File: src/rtl/pixel_proc_engine.sv
// -----------------------------------------------------------------------------
// pixel_proc_engine
//
// Consumer of the slave arbiter in the image-processing accelerator. Arbitrated
// pixel words (mode, operand, packed pixels) are buffered in a small FIFO. Each
// popped word goes through a per-byte pixel operation, and the result is
// registered onto a valid/ready output port with word/frame framing.
//
// Ports:
//   clk              in   clock, rising edge
//   rst              in   asynchronous active-high reset
//   slvx_mode        in   2-bit operation select stored with the word
//   slvx_data        in   DW-bit packed pixels, byte i = bits [8i+7:8i]
//   slvx_proc_val    in   8-bit operand (offset or threshold)
//   slvx_data_valid  in   arbiter word valid
//   fifo_full        out  FIFO holds DEPTH entries (registered)
//   fifo_count       out  FIFO occupancy 0..DEPTH (registered)
//   out_data         out  processed pixels
//   out_valid        out  out_data valid
//   out_ready        in   downstream accepts the presented word
//   out_last         out  presented word is the last of a frame
//   frame_done       out  one-cycle pulse after the last word is accepted
//
// Operations per byte (p = pixel, v = operand):
//   0 pass-through, 1 saturating add, 2 saturating subtract, 3 threshold
// -----------------------------------------------------------------------------
module pixel_proc_engine #(
    parameter int DW              = 32,
    parameter int DEPTH           = 4,
    parameter int WORDS_PER_FRAME = 16
) (
    input  logic                     clk,
    input  logic                     rst,
    input  logic [1:0]               slvx_mode,
    input  logic [DW-1:0]            slvx_data,
    input  logic [7:0]               slvx_proc_val,
    input  logic                     slvx_data_valid,
    output logic                     fifo_full,
    output logic [$clog2(DEPTH):0]   fifo_count,
    output logic [DW-1:0]            out_data,
    output logic                     out_valid,
    input  logic                     out_ready,
    output logic                     out_last,
    output logic                     frame_done
);

    localparam int LANES = DW / 8;
    localparam int AW    = $clog2(DEPTH);
    localparam int EW    = DW + 10;
    // A one-word frame still needs a one-bit counter to keep the logic uniform.
    localparam int CW    = (WORDS_PER_FRAME > 1) ? $clog2(WORDS_PER_FRAME) : 1;

    localparam logic [CW-1:0] LAST_IDX = CW'(WORDS_PER_FRAME - 1);
    localparam logic [AW:0]   FULL_CNT = (AW + 1)'(DEPTH);

    // FIFO entry layout: {mode[1:0], proc_val[7:0], data[DW-1:0]}
    logic [EW-1:0]   mem [DEPTH];
    logic [AW-1:0]   wr_ptr;
    logic [AW-1:0]   rd_ptr;
    logic [AW:0]     count_next;

    logic            push;
    logic            pop;
    logic            out_free;
    logic            accept;

    logic [EW-1:0]   head;
    logic [1:0]      head_mode;
    logic [7:0]      head_val;
    logic [DW-1:0]   head_data;

    logic [CW-1:0]   word_cnt;
    logic [CW-1:0]   word_cnt_next;

    // -------------------------------------------------------------------------
    // Per-lane pixel operation
    // -------------------------------------------------------------------------
    function automatic logic [DW-1:0] pixel_op(
        input logic [1:0]    mode,
        input logic [7:0]    v,
        input logic [DW-1:0] d
    );
        logic [DW-1:0] r;
        logic [7:0]    p;
        logic [8:0]    sum;
        logic [8:0]    diff;
        r = '0;
        for (int i = 0; i < LANES; i++) begin
            p    = d[8*i +: 8];
            sum  = {1'b0, p} + {1'b0, v};
            // diff[8] is the borrow: set exactly when p < v.
            diff = {1'b0, p} - {1'b0, v};
            case (mode)
                2'd0:    r[8*i +: 8] = p;
                2'd1:    r[8*i +: 8] = sum[8]  ? 8'hFF : sum[7:0];
                2'd2:    r[8*i +: 8] = diff[8] ? 8'h00 : diff[7:0];
                default: r[8*i +: 8] = (p >= v) ? 8'hFF : 8'h00;
            endcase
        end
        return r;
    endfunction

    // -------------------------------------------------------------------------
    // Handshake decode
    // -------------------------------------------------------------------------
    assign out_free = ~out_valid | out_ready;
    assign accept   = out_valid & out_ready;
    // Registered fifo_full gates the push, so a push at full is simply ignored.
    assign push     = slvx_data_valid & ~fifo_full;
    // Only stored entries can be popped; there is no bypass from the input.
    assign pop      = (fifo_count != '0) & out_free;

    assign head      = mem[rd_ptr];
    assign head_mode = head[EW-1 -: 2];
    assign head_val  = head[DW+7 : DW];
    assign head_data = head[DW-1 : 0];

    always_comb begin
        count_next = fifo_count;
        if (push && !pop) begin
            count_next = fifo_count + 1'b1;
        end else if (pop && !push) begin
            count_next = fifo_count - 1'b1;
        end
    end

    always_comb begin
        word_cnt_next = word_cnt;
        if (accept) begin
            word_cnt_next = (word_cnt == LAST_IDX) ? '0 : word_cnt + 1'b1;
        end
    end

    // -------------------------------------------------------------------------
    // FIFO storage (contents need no reset; pointers/count define validity)
    // -------------------------------------------------------------------------
    always_ff @(posedge clk) begin
        if (push) begin
            mem[wr_ptr] <= {slvx_mode, slvx_proc_val, slvx_data};
        end
    end

    // -------------------------------------------------------------------------
    // Pointers, occupancy, output register and frame counter
    // -------------------------------------------------------------------------
    always_ff @(posedge clk or posedge rst) begin
        if (rst) begin
            wr_ptr     <= '0;
            rd_ptr     <= '0;
            fifo_count <= '0;
            fifo_full  <= 1'b0;
            out_data   <= '0;
            out_valid  <= 1'b0;
            out_last   <= 1'b0;
            frame_done <= 1'b0;
            word_cnt   <= '0;
        end else begin
            // DEPTH is a power of two, so pointer overflow is the modulo wrap.
            if (push) begin
                wr_ptr <= wr_ptr + 1'b1;
            end
            if (pop) begin
                rd_ptr <= rd_ptr + 1'b1;
            end
            fifo_count <= count_next;
            fifo_full  <= (count_next == FULL_CNT);

            word_cnt   <= word_cnt_next;
            frame_done <= accept && (word_cnt == LAST_IDX);

            if (pop) begin
                out_data  <= pixel_op(head_mode, head_val, head_data);
                out_valid <= 1'b1;
                // The word loaded now is presented at index word_cnt_next,
                // which already accounts for an acceptance on this edge.
                out_last  <= (word_cnt_next == LAST_IDX);
            end else if (accept) begin
                out_valid <= 1'b0;
                out_last  <= 1'b0;
            end
        end
    end

endmodule

File: config.mk
export PLATFORM = sky130hd
export DESIGN_NAME = pixel_proc_engine
export DESIGN_NICKNAME = d
export VERILOG_FILES = /design/src/rtl/pixel_proc_engine.sv
export SDC_FILE = /design/constraint.sdc
export NUM_CORES = 1
export LEC_CHECK = 0
export ABC_AREA = 1
export CORE_MARGIN = 10
export CORE_UTILIZATION = 40
export DETAILED_ROUTE_END_ITERATION = 6
export PLACE_DENSITY = 0.69
export SYNTH_ARGS = -nofsm -noshare
export SYNTH_HDL_FRONTEND = slang
export SYNTH_SLANG_ARGS = --single-unit
File: constraint.sdc
create_clock -name clk -period 7.6 [get_ports clk]
set_input_delay 1.9 -clock clk [delete_from_list [all_inputs] [get_ports clk]]
set_output_delay 1.9 -clock clk [all_outputs]
set_load 0.1 [all_outputs]
==> impl_metrics.ini, run 1 <==
[clocking]
cts_htree_levels = 1
cts_tree = built
root_buffer = clkbuf_16
clkLatencyLatePin_ns = 0.53
cts_setup_buffers = 0
cts_resized = 0
clk_path_buf_depth = 3
cts_sinks = 215
cts-hold-fix-buffers = 0
numCtsBuffers = 24
clk_pin_slew_ns = 0.06

[floorplanning]
die-area_um2 = 37580
chipHeight_um = 193.8
core_um2 = 29720
ios = 85
die_w_um = 193.8
core.rowCount = 63
start_util_pct = 40.68

[synthesis]
synth_ff_type = edfxtp_1
synth_cell_types = 40
synth_most_common_cell = nand2_1
synth_edf_count = 168
synth.top_cells.by_count = nand2_1 (320), nor2_1 (221), edfxtp_1 (168), inv_1 (138), nand3_1 (100)
synth-seq-cells = 215
yosysTopAreaCellShare_pct = 41.73
avgSynthCellArea_um2 = 8.792
ys_top_cells_by_area = edfxtp_1 (42%), nand2_1 (9.9%), dfrtp_1 (9.7%)
synth.cell_area_um2 = 12090
yosysSeqAreaShare_pct = 51.46
syn_inst = 1375
yosysTopAreaCell = edfxtp_1
synth_fp_nets = 1501
ys_async_sr_fraction_pct = 21.86
ys_warn_count = 0

[timing]
fin_crit_ns = 4.290
fmaxAchievable_mhz = 233.1
setup_viol = 0
fin_skew_ns = 0.02131
slew_violations = 0
rsz0062_at_grt = no
fin_tns_setup_ns = 0
hold_violations = 0
worst_slack_ns = 3.310
max-slew-margin-rel_pct = 28.36
fin_crit_sh_pct = 56.45
worst_pin_slew_ns = 1.071

[placed_design]
dp_slack_ns = 3.330
post-dp-hpwl_um = 21730
placed_cell_area_um2 = 13300
finalWeightedCongestion = 0.9486
port_buffers = 84

[worst_setup_path]
path_max_fanout = 83
rrSetupSlack_ns = 3.31
worst_r2r_startpoint = rd_ptr[0]
cp.required_ns = 8.02
setup.worst_path.end_class = flip-flop
cpMaxStageDelayCell = buf_4
crit_top_cell = nand2_1
critPathLaunchType = flip-flop
critPathKind = flip-flop to flip-flop
slowest_delay_ns = 0.64
cp_cell_sequence = buf_4 -> inv_2 -> buf_4 -> nand2_1 -> a32oi_1 -> buf_4 -> inv_1 -> ha_1 -> nand2_1 -> nor2_1 -> o21ai_0 -> nand2_1 -> nand2_1 -> nand2_1 -> a21oi_1 -> inv_1 -> nor2_1 -> nor2_1
cp.arrival_ns = 4.71
crit_start = rd_ptr[0]

[global_routing]
grt_usage_pct = 15.64
grt_pass1_wl_um = 48630
antenna_found_initial = 0
globalRouteMet1Util_pct = 20.78
met3_usage_pct = 2.611
overflow = 0
grt_pass1_vias = 9102
grt_use_met2_pct = 25.85
busiest_layer = met2
grt_max_degree = 84

[detailed_routing]
postRouteAntennaNets = 0
drc = 0
via_per_inst = 5.115
vias = 9498
drtIter0Drc = 834
drtPass1Iterations = 7
drt-total-wl_um = 30930
wl_per_cell_um = 16.66

[hold_path]
hold_path.startpoint = out_data[12]
hp-class = flip-flop to flip-flop

[cells_and_area]
n_antenna_cell = 0
stdcell_area_um2 = 14090
syn_to_final_growth_pct = 16.56
layout-drive-gt1-share_pct = 5.862
fin_util_pct = 47.42
nNetsFinal = 1576

[run]
max-cap-violations = 0

[outcome]
status = complete, no violations
[layout by cell type, fill, tap and decap left out, types with 4 or more instances in the layout]
master,count
clkdlybuf4s50_1,84
dfrtp_1,46
a21oi_1,48
o21bai_1,5
a32oi_1,11
inv_2,9
or2_2,8
fa_1,8
xor2_1,17
nor2_4,8
clkbuf_16,24
nand3_1,100
nor2_1,217
clkbuf_1,4
inv_1,137
o21ai_0,89
ha_1,72
buf_4,15
nand2_1,320
edfxtp_1,168
nand4_1,11
o22ai_1,27
[area by class of cell]
type / count / area (um^2)
clock buffers: 28 / 615.6
clock inverters: 15 / 178.9
fillers: 2758 / 15630
inverters: 146 / 548.0
multi-input cells: 964 / 5085
flip-flops and latches: 215 / 6222
well taps: 390 / 488.0
repair buffers: 99 / 953.4
[state kept, by name (all words and copies together) (netlist names)]
name / cells
frame_done: 1
wr_ptr: 2
out_data: 32
out_last: 1
rd_ptr: 2
word_cnt: 4
fifo_count: 3
fifo_full: 1
mem: 168
out_valid: 1
[metrics by stage]
stage          hold slack, ns  cells
2_1_floorplan          0.4905   1375
3_3_place_gp           0.4937   1814
3_5_place_dp           0.5051   1814
4_1_cts                0.5192   1857
5_1_grt                0.5387   1857
6_report               0.5103   1857
[layer usage]
metal	up-vias	part of all wire (%)	wire (um)
met5	-	0	0
met4	0	2.3	701
met3	44	7.0	2159
met2	300	46	14300
met1	4436	45	13770
li1	4718	-	-
[worst max-delay path: cells and delay by family, from the launching register on]
family | cells | cell delay, ns
compound gates | 3 | 0.70
fa+ha+maj | 1 | 0.40
buf+inv | 6 | 1.99
flops | 1 | 0.39
simple gates | 8 | 0.67
[logic make-up (layout without fill, tap and decap cells)]
group / after synthesis / after routing / synth area share [%]
and+or+nand+nor: 678 / 678 / 23.08
AOI/OAI and AO/OA: 186 / 186 / 8.497
muxes: 1 / 1 / 0.08280
buffers and inverters: 196 / 288 / 6.727
adders and majority gates: 80 / 80 / 8.777
xor gates and xnor gates: 19 / 19 / 1.377
DFF: 215 / 215 / 51.46
[path summary, 6_finish.rpt]
path | endpoint | depth (start not counted)
setup / recovery | out_data[10] | 18
hold / removal | out_data[12] | 2
setup reg to reg | out_data[10] | 18
hold reg to reg | out_data[12] | 2
max in group asynchronous | rd_ptr[0] | 2
min in group asynchronous | out_data[31] | 2
Power of run 1 is left out: the tool's default activity adds up to more than one toggle a clock period on the data nets, which glitch-free logic cannot reach.
==> inputs of run 2 (changes only) <==
Clock period 7.6 ns to 4.1 ns, I/O delays scaled along.
==> run 2 against run 1 <==
  * Fmax grew 20%
  * Setup slack worse by 2.8 ns
  * Die area unchanged
  * Core utilization up 0.38 points
  * Sequential cell count did not move
  * Register-to-register slack lost 2.8 ns
  * First-iteration DRC count is 4.8% higher
==> impl_metrics.ini, run 2 (synthesized netlist as in run 1, its figures left out) <==
[outcome]
status = complete, no violations

[timing]
hold_violations = 0
fin_tns_setup_ns = 0
fmaxAchievable_mhz = 279.4
worst_pin_slew_ns = 1.098
holdWs_ns = 0.5125
max-slew-margin-rel_pct = 26.83
fin_crit_ns = 3.580
setup_viol = 0
fin_crit_sh_pct = 87.31
rsz0062_at_grt = no
slew_violations = 0
fin_skew_ns = 0.01242

[placed_design]
port_buffers = 84
post-dp-hpwl_um = 22790
finalWeightedCongestion = 0.9492

[detailed_routing]
vias = 9688
drt-total-wl_um = 32100
via_per_inst = 5.189
drc = 0
postRouteAntennaNets = 0
drtIter0Drc = 874
drtPass1Iterations = 5
wl_per_cell_um = 17.19

[cells_and_area]
layout_commonest_cell = nand2_1
syn_to_final_growth_pct = 17.49
layout-drive-gt1-share_pct = 6.432
mostFrequentLayoutCells = nand2_1 (320), nor2_1 (217), edfxtp_1 (168)
fin_util_pct = 47.80
largest_register_ffs = 168
nNetsFinal = 1586
n_antenna_cell = 0
largestRegisters = mem x168, out_data x32, word_cnt x4
largest_register = mem

[floorplanning]
chipHeight_um = 193.8
die-area_um2 = 37580
ios = 85
core_um2 = 29720
die_w_um = 193.8
core.rowCount = 63
start_util_pct = 40.68

[worst_setup_path]
rrSetupSlack_ns = 0.52
cp.arrival_ns = 3.98
path_max_fanout = 27
setup.worst_path.end_class = flip-flop
critPathKind = flip-flop to flip-flop
cp.required_ns = 4.50
critPathLaunchType = flip-flop

[clocking]
cts_htree_levels = 1
root_buffer = clkbuf_16
cts_setup_buffers = 0
cts_tree = built
clkLatencyLatePin_ns = 0.52
cts_sinks = 215
clk_pin_slew_ns = 0.06
cts_resized = 0
clk_path_buf_depth = 3
cts-hold-fix-buffers = 0
numCtsBuffers = 24

[global_routing]
grt_pass1_vias = 9120
overflow = 0
antenna_found_initial = 0
grt_max_degree = 79
grt_usage_pct = 16.51
grt_pass1_wl_um = 51050

[run]
max-cap-violations = 0

[hold_path]
hp-class = flip-flop to flip-flop
-- run 2: changes by cell type in the layout (fill, tap and decap cells not counted), sizes merged --
cell      previous run  this run
bufinv               3         2
clkbuf              28        31
buf                 15        25
clkinv               8         7
clkinvlp             2         1
-- run 2: worst paths after layout --
| check | depth (start not counted) | end | start |
|---|---|---|---|
| worst max-delay path | 16 | out_data[30] | rd_ptr[0] |
| worst min-delay path | 2 | out_data[8] | out_data[8] |
| worst max register to register | 16 | out_data[30] | rd_ptr[0] |
| worst min register to register | 2 | out_data[8] | out_data[8] |
| max in group asynchronous | 3 | out_data[5] | rst |
| min in group asynchronous | 2 | frame_done | rst |
-- run 2: worst max-delay path, stage by stage (launching register included) --
cell and delay (ns):
dfrtp_2 0.45, buf_4 0.31, nor2_1 0.08, o22ai_1 0.85, ha_1 0.28, inv_1 0.08
fa_1 0.46, nand2_1 0.08, nand3_1 0.11, nand3_1 0.11, nand3_1 0.08, nand2_1 0.07
nor2_1 0.04, nor2_1 0.18, nand2_1 0.08, nor2_1 0.14, nor2_1 0.05
-- run 2: final cells by class --
| cell class | count | area, um^2 |
|---|---|---|
| Clock buffer | 31 | 658.1 |
| Clock inverter | 12 | 123.9 |
| Fill cell | 2782 | 15510 |
| Inverter | 146 | 548.0 |
| Multi-Input combinational cell | 964 | 5085 |
| Sequential cell | 215 | 6222 |
| Tap cell | 390 | 488.0 |
| Timing Repair Buffer | 109 | 1079 |
-- run 2: through the flow --
| stage | area (um^2) | instances | setup WS, ns |
|---|---|---|---|
| final | 14200 | 1867 | 0.5204 |
| after global routing | 14200 | 1867 | 0.2115 |
| after CTS | 14200 | 1867 | 0.5129 |
| after detailed placement | 13420 | 1824 | 0.5261 |
| after global placement | 13420 | 1824 | 0.5620 |
| after floorplan | 12090 | 1375 | 0.3779 |
-- run 2: per-layer routing --
metal  wire length, um  vias to the layer above  GRT usage [%]
li1                  -                     4733              -
met1             14930                     4622          23.32
met2             14640                      299          26.38
met3              1996                       34          2.230
met4               531                        0          3.578
met5                 0                        -              0
Power of run 2 is left out for the same reason.
